===== src/rtl/iic_op_engine_if.sv =====
// Op-FIFO pop, rx-FIFO push, status and open-drain pad bundle between the engine and its surroundings.
interface iic_op_engine_if;
    logic        op_fifo_rd_en;
    logic [11:0] op_fifo_rd_data;
    logic        op_fifo_empty;
    logic        op_fifo_block;
    logic        rx_fifo_wr_en;
    logic [7:0]  rx_fifo_wr_data;
    logic        op_error;
    logic        busy;
    logic        scl_i;
    logic        sda_i;
    logic        scl_oen;
    logic        sda_oen;

    modport master (
        output op_fifo_rd_en,
        input  op_fifo_rd_data, op_fifo_empty, op_fifo_block,
        output rx_fifo_wr_en, rx_fifo_wr_data, op_error, busy,
        input  scl_i, sda_i,
        output scl_oen, sda_oen
    );

    modport slave (
        input  op_fifo_rd_en,
        output op_fifo_rd_data, op_fifo_empty, op_fifo_block,
        input  rx_fifo_wr_en, rx_fifo_wr_data, op_error, busy,
        output scl_i, sda_i,
        input  scl_oen, sda_oen
    );
endinterface


===== src/rtl/iic_op_engine.sv =====
// IIC master bit engine: one op word per START/byte/ACK/STOP run, 2 + 4*CLK_DIV per phase clocks; stalls on empty/blocked op FIFO.
// Define IIC_CLOCK_STRETCH_EN to let a slave holding SCL low freeze the quarter counter.
module iic_op_engine #(
    parameter int CLK_DIV = 250,
    parameter int DIV_W   = 16
) (
    input  logic            OPB_Clk,
    input  logic            OPB_Rst_n,
    iic_op_engine_if.master bus
);
    typedef enum logic [2:0] {IDLE, FETCH, LOAD, START, BIT, ACK, STOP} state_t;
    localparam logic [DIV_W-1:0] CNT_MAX = DIV_W'(CLK_DIV - 1);

    state_t           state;
    logic [DIV_W-1:0] cnt;
    logic [1:0]       q;
    logic [2:0]       idx;
    logic [10:0]      op;
    logic [7:0]       shreg;
    logic             sda_smp;
    logic             tick;
    logic             stall;
    logic             timed;

    // Read bits release SDA; write bits drive the data bit.
    function automatic logic bit_sda(input logic [10:0] w, input logic [2:0] i);
        return w[9] | w[i];
    endfunction

`ifdef IIC_CLOCK_STRETCH_EN
    assign stall = bus.scl_oen && !bus.scl_i;
`else
    assign stall = 1'b0;
`endif
    assign tick  = (cnt == CNT_MAX);
    assign timed = (state inside {START, BIT, ACK, STOP});

    always_ff @(posedge OPB_Clk) begin
        if (!OPB_Rst_n) begin
            state               <= IDLE;
            cnt                 <= '0;
            q                   <= '0;
            idx                 <= '0;
            op                  <= '0;
            shreg               <= '0;
            sda_smp             <= 1'b1;
            bus.op_fifo_rd_en   <= 1'b0;
            bus.rx_fifo_wr_en   <= 1'b0;
            bus.rx_fifo_wr_data <= '0;
            bus.op_error        <= 1'b0;
            bus.busy            <= 1'b0;
            bus.scl_oen         <= 1'b1;
            bus.sda_oen         <= 1'b1;
        end else begin
            bus.op_fifo_rd_en <= 1'b0;
            bus.rx_fifo_wr_en <= 1'b0;
            bus.op_error      <= 1'b0;
            if (timed) begin
                cnt <= (stall || tick) ? '0 : cnt + DIV_W'(1);
                if (tick) q <= q + 2'd1;
            end
            // Line values are registered on entry to each quarter.
            unique case (state)
                IDLE: if (!bus.op_fifo_empty && !bus.op_fifo_block) begin
                    bus.op_fifo_rd_en <= 1'b1;
                    bus.busy          <= 1'b1;
                    state             <= FETCH;
                end
                FETCH: state <= LOAD;
                LOAD: begin
                    op  <= bus.op_fifo_rd_data[10:0];
                    cnt <= '0;
                    q   <= '0;
                    if (bus.op_fifo_rd_data[11]) begin
                        state       <= START;
                        bus.sda_oen <= 1'b1;
                    end else begin
                        state       <= BIT;
                        idx         <= 3'd7;
                        bus.scl_oen <= 1'b0;
                        bus.sda_oen <= bit_sda(bus.op_fifo_rd_data[10:0], 3'd7);
                    end
                end
                START: if (tick) begin
                    unique case (q)
                        2'd0: bus.scl_oen <= 1'b1;
                        2'd1: bus.sda_oen <= 1'b0;
                        2'd2: bus.scl_oen <= 1'b0;
                        2'd3: begin
                            state       <= BIT;
                            idx         <= 3'd7;
                            bus.sda_oen <= bit_sda(op, 3'd7);
                        end
                    endcase
                end
                BIT: if (tick) begin
                    unique case (q)
                        2'd0: ;
                        2'd1: bus.scl_oen <= 1'b1;
                        2'd2: shreg <= {shreg[6:0], bus.sda_i};
                        2'd3: begin
                            bus.scl_oen <= 1'b0;
                            if (idx == 3'd0) begin
                                state       <= ACK;
                                bus.sda_oen <= !op[9] | op[8];
                            end else begin
                                idx         <= idx - 3'd1;
                                bus.sda_oen <= bit_sda(op, idx - 3'd1);
                            end
                        end
                    endcase
                end
                ACK: if (tick) begin
                    unique case (q)
                        2'd0: ;
                        2'd1: bus.scl_oen <= 1'b1;
                        2'd2: sda_smp <= bus.sda_i;
                        2'd3: begin
                            if (op[9]) begin
                                bus.rx_fifo_wr_en   <= 1'b1;
                                bus.rx_fifo_wr_data <= shreg;
                            end else if (sda_smp) begin
                                bus.op_error <= 1'b1;
                            end
                            // Without STOP, SCL stays low so the next op owns the bus.
                            bus.scl_oen <= 1'b0;
                            if (op[10]) begin
                                state       <= STOP;
                                bus.sda_oen <= 1'b0;
                            end else begin
                                state    <= IDLE;
                                bus.busy <= 1'b0;
                            end
                        end
                    endcase
                end
                STOP: if (tick) begin
                    unique case (q)
                        2'd0: bus.scl_oen <= 1'b1;
                        2'd1: bus.sda_oen <= 1'b1;
                        2'd2: ;
                        2'd3: begin
                            state    <= IDLE;
                            bus.busy <= 1'b0;
                        end
                    endcase
                end
                default: state <= IDLE;
            endcase
        end
    end
endmodule


===== src/flat_wrapper.sv =====
// flat-port wrapper written by rule: the top's interface ports become plain ports
module iic_op_engine_flat 
#(
    parameter int CLK_DIV = 250,
    parameter int DIV_W   = 16
)
  (OPB_Clk, OPB_Rst_n, bus_op_fifo_rd_en, bus_op_fifo_rd_data, bus_op_fifo_empty, bus_op_fifo_block, bus_rx_fifo_wr_en, bus_rx_fifo_wr_data, bus_op_error, bus_busy, bus_scl_i, bus_sda_i, bus_scl_oen, bus_sda_oen);
  iic_op_engine_if bus_i ();
  input  logic OPB_Clk;
  input  logic OPB_Rst_n;
  output wire logic [$bits(bus_i.op_fifo_rd_en)-1:0] bus_op_fifo_rd_en;
  input wire logic [$bits(bus_i.op_fifo_rd_data)-1:0] bus_op_fifo_rd_data;
  input wire logic [$bits(bus_i.op_fifo_empty)-1:0] bus_op_fifo_empty;
  input wire logic [$bits(bus_i.op_fifo_block)-1:0] bus_op_fifo_block;
  output wire logic [$bits(bus_i.rx_fifo_wr_en)-1:0] bus_rx_fifo_wr_en;
  output wire logic [$bits(bus_i.rx_fifo_wr_data)-1:0] bus_rx_fifo_wr_data;
  output wire logic [$bits(bus_i.op_error)-1:0] bus_op_error;
  output wire logic [$bits(bus_i.busy)-1:0] bus_busy;
  input wire logic [$bits(bus_i.scl_i)-1:0] bus_scl_i;
  input wire logic [$bits(bus_i.sda_i)-1:0] bus_sda_i;
  output wire logic [$bits(bus_i.scl_oen)-1:0] bus_scl_oen;
  output wire logic [$bits(bus_i.sda_oen)-1:0] bus_sda_oen;
  assign bus_op_fifo_rd_en = bus_i.op_fifo_rd_en;
  assign bus_i.op_fifo_rd_data = bus_op_fifo_rd_data;
  assign bus_i.op_fifo_empty = bus_op_fifo_empty;
  assign bus_i.op_fifo_block = bus_op_fifo_block;
  assign bus_rx_fifo_wr_en = bus_i.rx_fifo_wr_en;
  assign bus_rx_fifo_wr_data = bus_i.rx_fifo_wr_data;
  assign bus_op_error = bus_i.op_error;
  assign bus_busy = bus_i.busy;
  assign bus_i.scl_i = bus_scl_i;
  assign bus_i.sda_i = bus_sda_i;
  assign bus_scl_oen = bus_i.scl_oen;
  assign bus_sda_oen = bus_i.sda_oen;
  iic_op_engine #(.CLK_DIV(CLK_DIV), .DIV_W(DIV_W)) u_core (.OPB_Clk(OPB_Clk), .OPB_Rst_n(OPB_Rst_n), .bus(bus_i));
endmodule

===== config.mk =====
export PLATFORM = sky130hd
export DESIGN_NAME = iic_op_engine_flat
export DESIGN_NICKNAME = d
export VERILOG_FILES = /design/src/rtl/iic_op_engine_if.sv /design/src/rtl/iic_op_engine.sv /design/src/flat_wrapper.sv
export SDC_FILE = /design/constraint.sdc
export NUM_CORES = 1
export LEC_CHECK = 0
export BUFFER_PORTS_ARGS = -buffer_cell sky130_fd_sc_hd__buf_2
export CORE_UTILIZATION = 55
export DETAILED_ROUTE_END_ITERATION = 8
export PLACE_DENSITY_LB_ADDON = 0.25
export SYNTH_ARGS = -nofsm -noshare
export SYNTH_HDL_FRONTEND = slang
export SYNTH_SLANG_ARGS = --single-unit

===== constraint.sdc =====
create_clock -name OPB_Clk -period 5.3 [get_ports OPB_Clk]
set_input_delay 1.325 -clock OPB_Clk [delete_from_list [all_inputs] [get_ports OPB_Clk]]
set_output_delay 1.325 -clock OPB_Clk [all_outputs]
set_load 0.02 [all_outputs]

==> flow_metrics.tcl <==
set metrics [dict create \
    ir_drop_mv 0.361 \
    dp_hpwl_microns 3840 \
    synthTopCellsByArea "dfxtp_1, nor2_1, mux2i_1" \
    fin_crit_ps 2510 \
    synth_most_common_cell "dfxtp_1" \
    cts_tree "built" \
    cp.required_ps 5530 \
    synthTopCellsByCount "dfxtp_1, nor2_1, nand2_1" \
    grt_usage_pct 22.5 \
    combinationalPowerShare_pct 34.8 \
    clk_pin_slew_ps 60 \
    ctsHoldBuffers 0 \
    synth_xor_area_share_pct 5.30 \
    antenna_found_initial 0 \
    cp-end-kind "flip-flop" \
    synth_nets 352 \
    synth_compound_area_share_pct 13.5 \
    yosys_warnings 0 \
    seqCellArea_sq_mm 0.00116 \
    p_sw_share_pct 36.3 \
    clock_latency_ps 330 \
    fillers 428 \
    dr.pass1.iters 4 \
    syn_inst 326 \
    synth_fa_ha_area_share_pct 3.57 \
    gp_congestion 0.932 \
    drc 0 \
    fin_cells 422 \
    p_per_area_mw_per_mm2 478 \
    synth-edff-count 0 \
    finalMaxSlewViolations 0 \
    grt_max_degree 35 \
    arrival_ps 2740 \
    post_cts_buffers 0 \
    multi_input_area_sq_mm 0.00153 \
    hold_viol 0 \
    ctsResizeCount 0 \
    finalSetupViolCount 0 \
    fmax_mhz 398 \
    slew_headroom_pct 40.1 \
    via_count 2299 \
    stdcell_area_sq_mm 0.00317 \
    layout-drive-gt1-share_pct 14.1 \
    nets 377 \
    netlist_area_sq_mm 0.00281 \
    grt_pass1_wl_microns 9050 \
    place_inst 407 \
    cts_buffers 9 \
    power_leakage_nw 1.30 \
    clock-root-buffer "clkbuf_8" \
    hold_ws_ps 437 \
    fp.dieArea_sq_mm 0.00539 \
    worst_hold_path_type "reg2reg" \
    pwr-share-seq_pct 37.9 \
    cts_sinks 58 \
    rsz0062_at_grt "false" \
    grt_pass1_vias 2008 \
    fp.dieW_microns 73.5 \
    tns_ps 0 \
    power_switching_mw 0.550 \
    synth_top_family_by_area "simple AND/OR/NAND/NOR gates" \
    cts_buffer_depth 2 \
    post-route-period-util_pct 47.4 \
    startpoint_type "input pin" \
    grt_overflow 0 \
    status "finished clean" \
    clock_skew_ps 9.11 \
    synth-simple-area-share_pct 23.6 \
    pin_count 32 \
    htreeDepth 3 \
    synth_mux_area_share_pct 8.42 \
    io_buffers 30 \
    start_util_pct 58.3 \
    synth_top_cell_by_area "dfxtp_1" \
    diodes 0 \
    fp.dieH_microns 73.5 \
    path_max_fanout 34 \
    wl_per_cell_microns 13.2 \
    maxCapViolCount 0 \
    syn2layout_area_growth_pct 13.0 \
    rows 25 \
    drt_wl_total_microns 5570 \
    vias_per_cell 5.45 \
    ys.flop_type "dfxtp_1" \
    power_frac_clock_pct 27.3 \
    worst-slew-pin-transition_ps 896 \
    netlist-cell-type-count 52 \
    synthArstFlopShare_pct 0 \
    worstSetupPathType "in2reg" \
    drtAntennaViolNets 0 \
    fp.coreArea_sq_mm 0.00482 \
    internal-power_mw 0.965 \
    synth-seq-cells 58 \
    placed_area_sq_mm 0.00297 \
    syn_area_per_cell_sq_um 8.61 \
    netlist.area_leader.share_pct 41.4 \
    synth_seq_area_share_pct 41.4 \
    utilization_pct 65.8 \
    drtIter0Drc 97 \
]
registers in the layout (all words and copies together), names as in the netlist:
name	cells
u_core.bus.busy	1
u_core.bus.op_error	1
u_core.bus.op_fifo_rd_en	1
u_core.bus.rx_fifo_wr_data	8
u_core.bus.rx_fifo_wr_en	1
u_core.bus.scl_oen	1
u_core.bus.sda_oen	1
u_core.cnt	16
u_core.idx	3
u_core.op	11
u_core.q	2
u_core.sda_smp	1
u_core.shreg	8
u_core.state	3
power by group through the flow:
| stage | Combinational, mW | Clock (mW) | Sequential (mW) |
|---|---|---|---|
| 4_1_cts | 0.526 | 0.424 | 0.572 |
| 5_1_grt | 0.588 | 0.444 | 0.588 |
| 3_5_place_dp | 0.521 | 0 | 0.581 |
| 2_1_floorplan | 0.459 | 0 | 0.544 |
| 6_report | 0.527 | 0.413 | 0.574 |
| 3_3_place_gp | 0.512 | 0 | 0.580 |
cells in the final DEF (no fill, tap or decap), types with 2 or more instances in the layout:
cell type	instances
o211ai_1	4
nand4_1	4
a31oi_1	4
nand2_1	36
nand3b_1	3
and4_1	3
buf_2	30
nor2_1	51
o21ai_0	7
nor4_1	6
mux2i_1	18
mux4_2	2
nor2b_1	6
ha_1	8
nor3b_1	2
inv_1	11
clkbuf_8	12
xnor2_1	13
nand3_1	5
xor2_1	4
nor3_1	3
dfxtp_1	58
a211oi_1	7
a21oi_1	19
nand2b_1	7
and3_1	4
kinds of logic after synthesis:
logic type | after synthesis
AND/OR/NAND/NOR | 138
flip-flops | 58
AO/OA/AOI/OAI | 56
buffers and inverters | 28
multiplexers | 21
XOR/XNOR | 17
adder cells (fa/ha/maj) | 8
critical path, cell delays in order:
cell and delay, ps:
buf_2 210, clkinv_1 740, nor4_1 470
worst paths after layout:
check             slack [ps]  depth (start not counted)            start             endpoint
hold reg to reg          440                          2   u_core.sda_smp  u_core.bus.op_error
hold / removal           440                          2   u_core.sda_smp  u_core.bus.op_error
setup / recovery        2790                          3        OPB_Rst_n  u_core.bus.op_error
setup reg to reg        2800                          5  u_core.state[1]        u_core.idx[1]
metal layers:
layer	routed length (microns)	part of all wire (%)	global-route usage (%)
met1	2610	47	27.5
met2	2600	47	36.6
met3	303	5.4	8.64
met4	58	1.0	6.41
met5	0	0	0
cell type report:
type                    instances  share of cell area [%]
well taps                      67                    2.64
inverters                      12                    1.42
clock buffers                  13                    5.33
repair buffers                 30                    4.73
multi-input cells             240                    48.2
clock inverters                 2                    1.10
flip-flops and latches         58                    36.6
per-stage QoR:
stage          worst slack, ps  total power, mW
3_5_place_dp              2410             1.10
4_1_cts                   2760             1.52
6_report                  2790             1.51
3_3_place_gp              2390             1.09
2_1_floorplan             2940             1.00
5_1_grt                   2500             1.62
No activity file was read; power rests on OpenSTA's default activity.
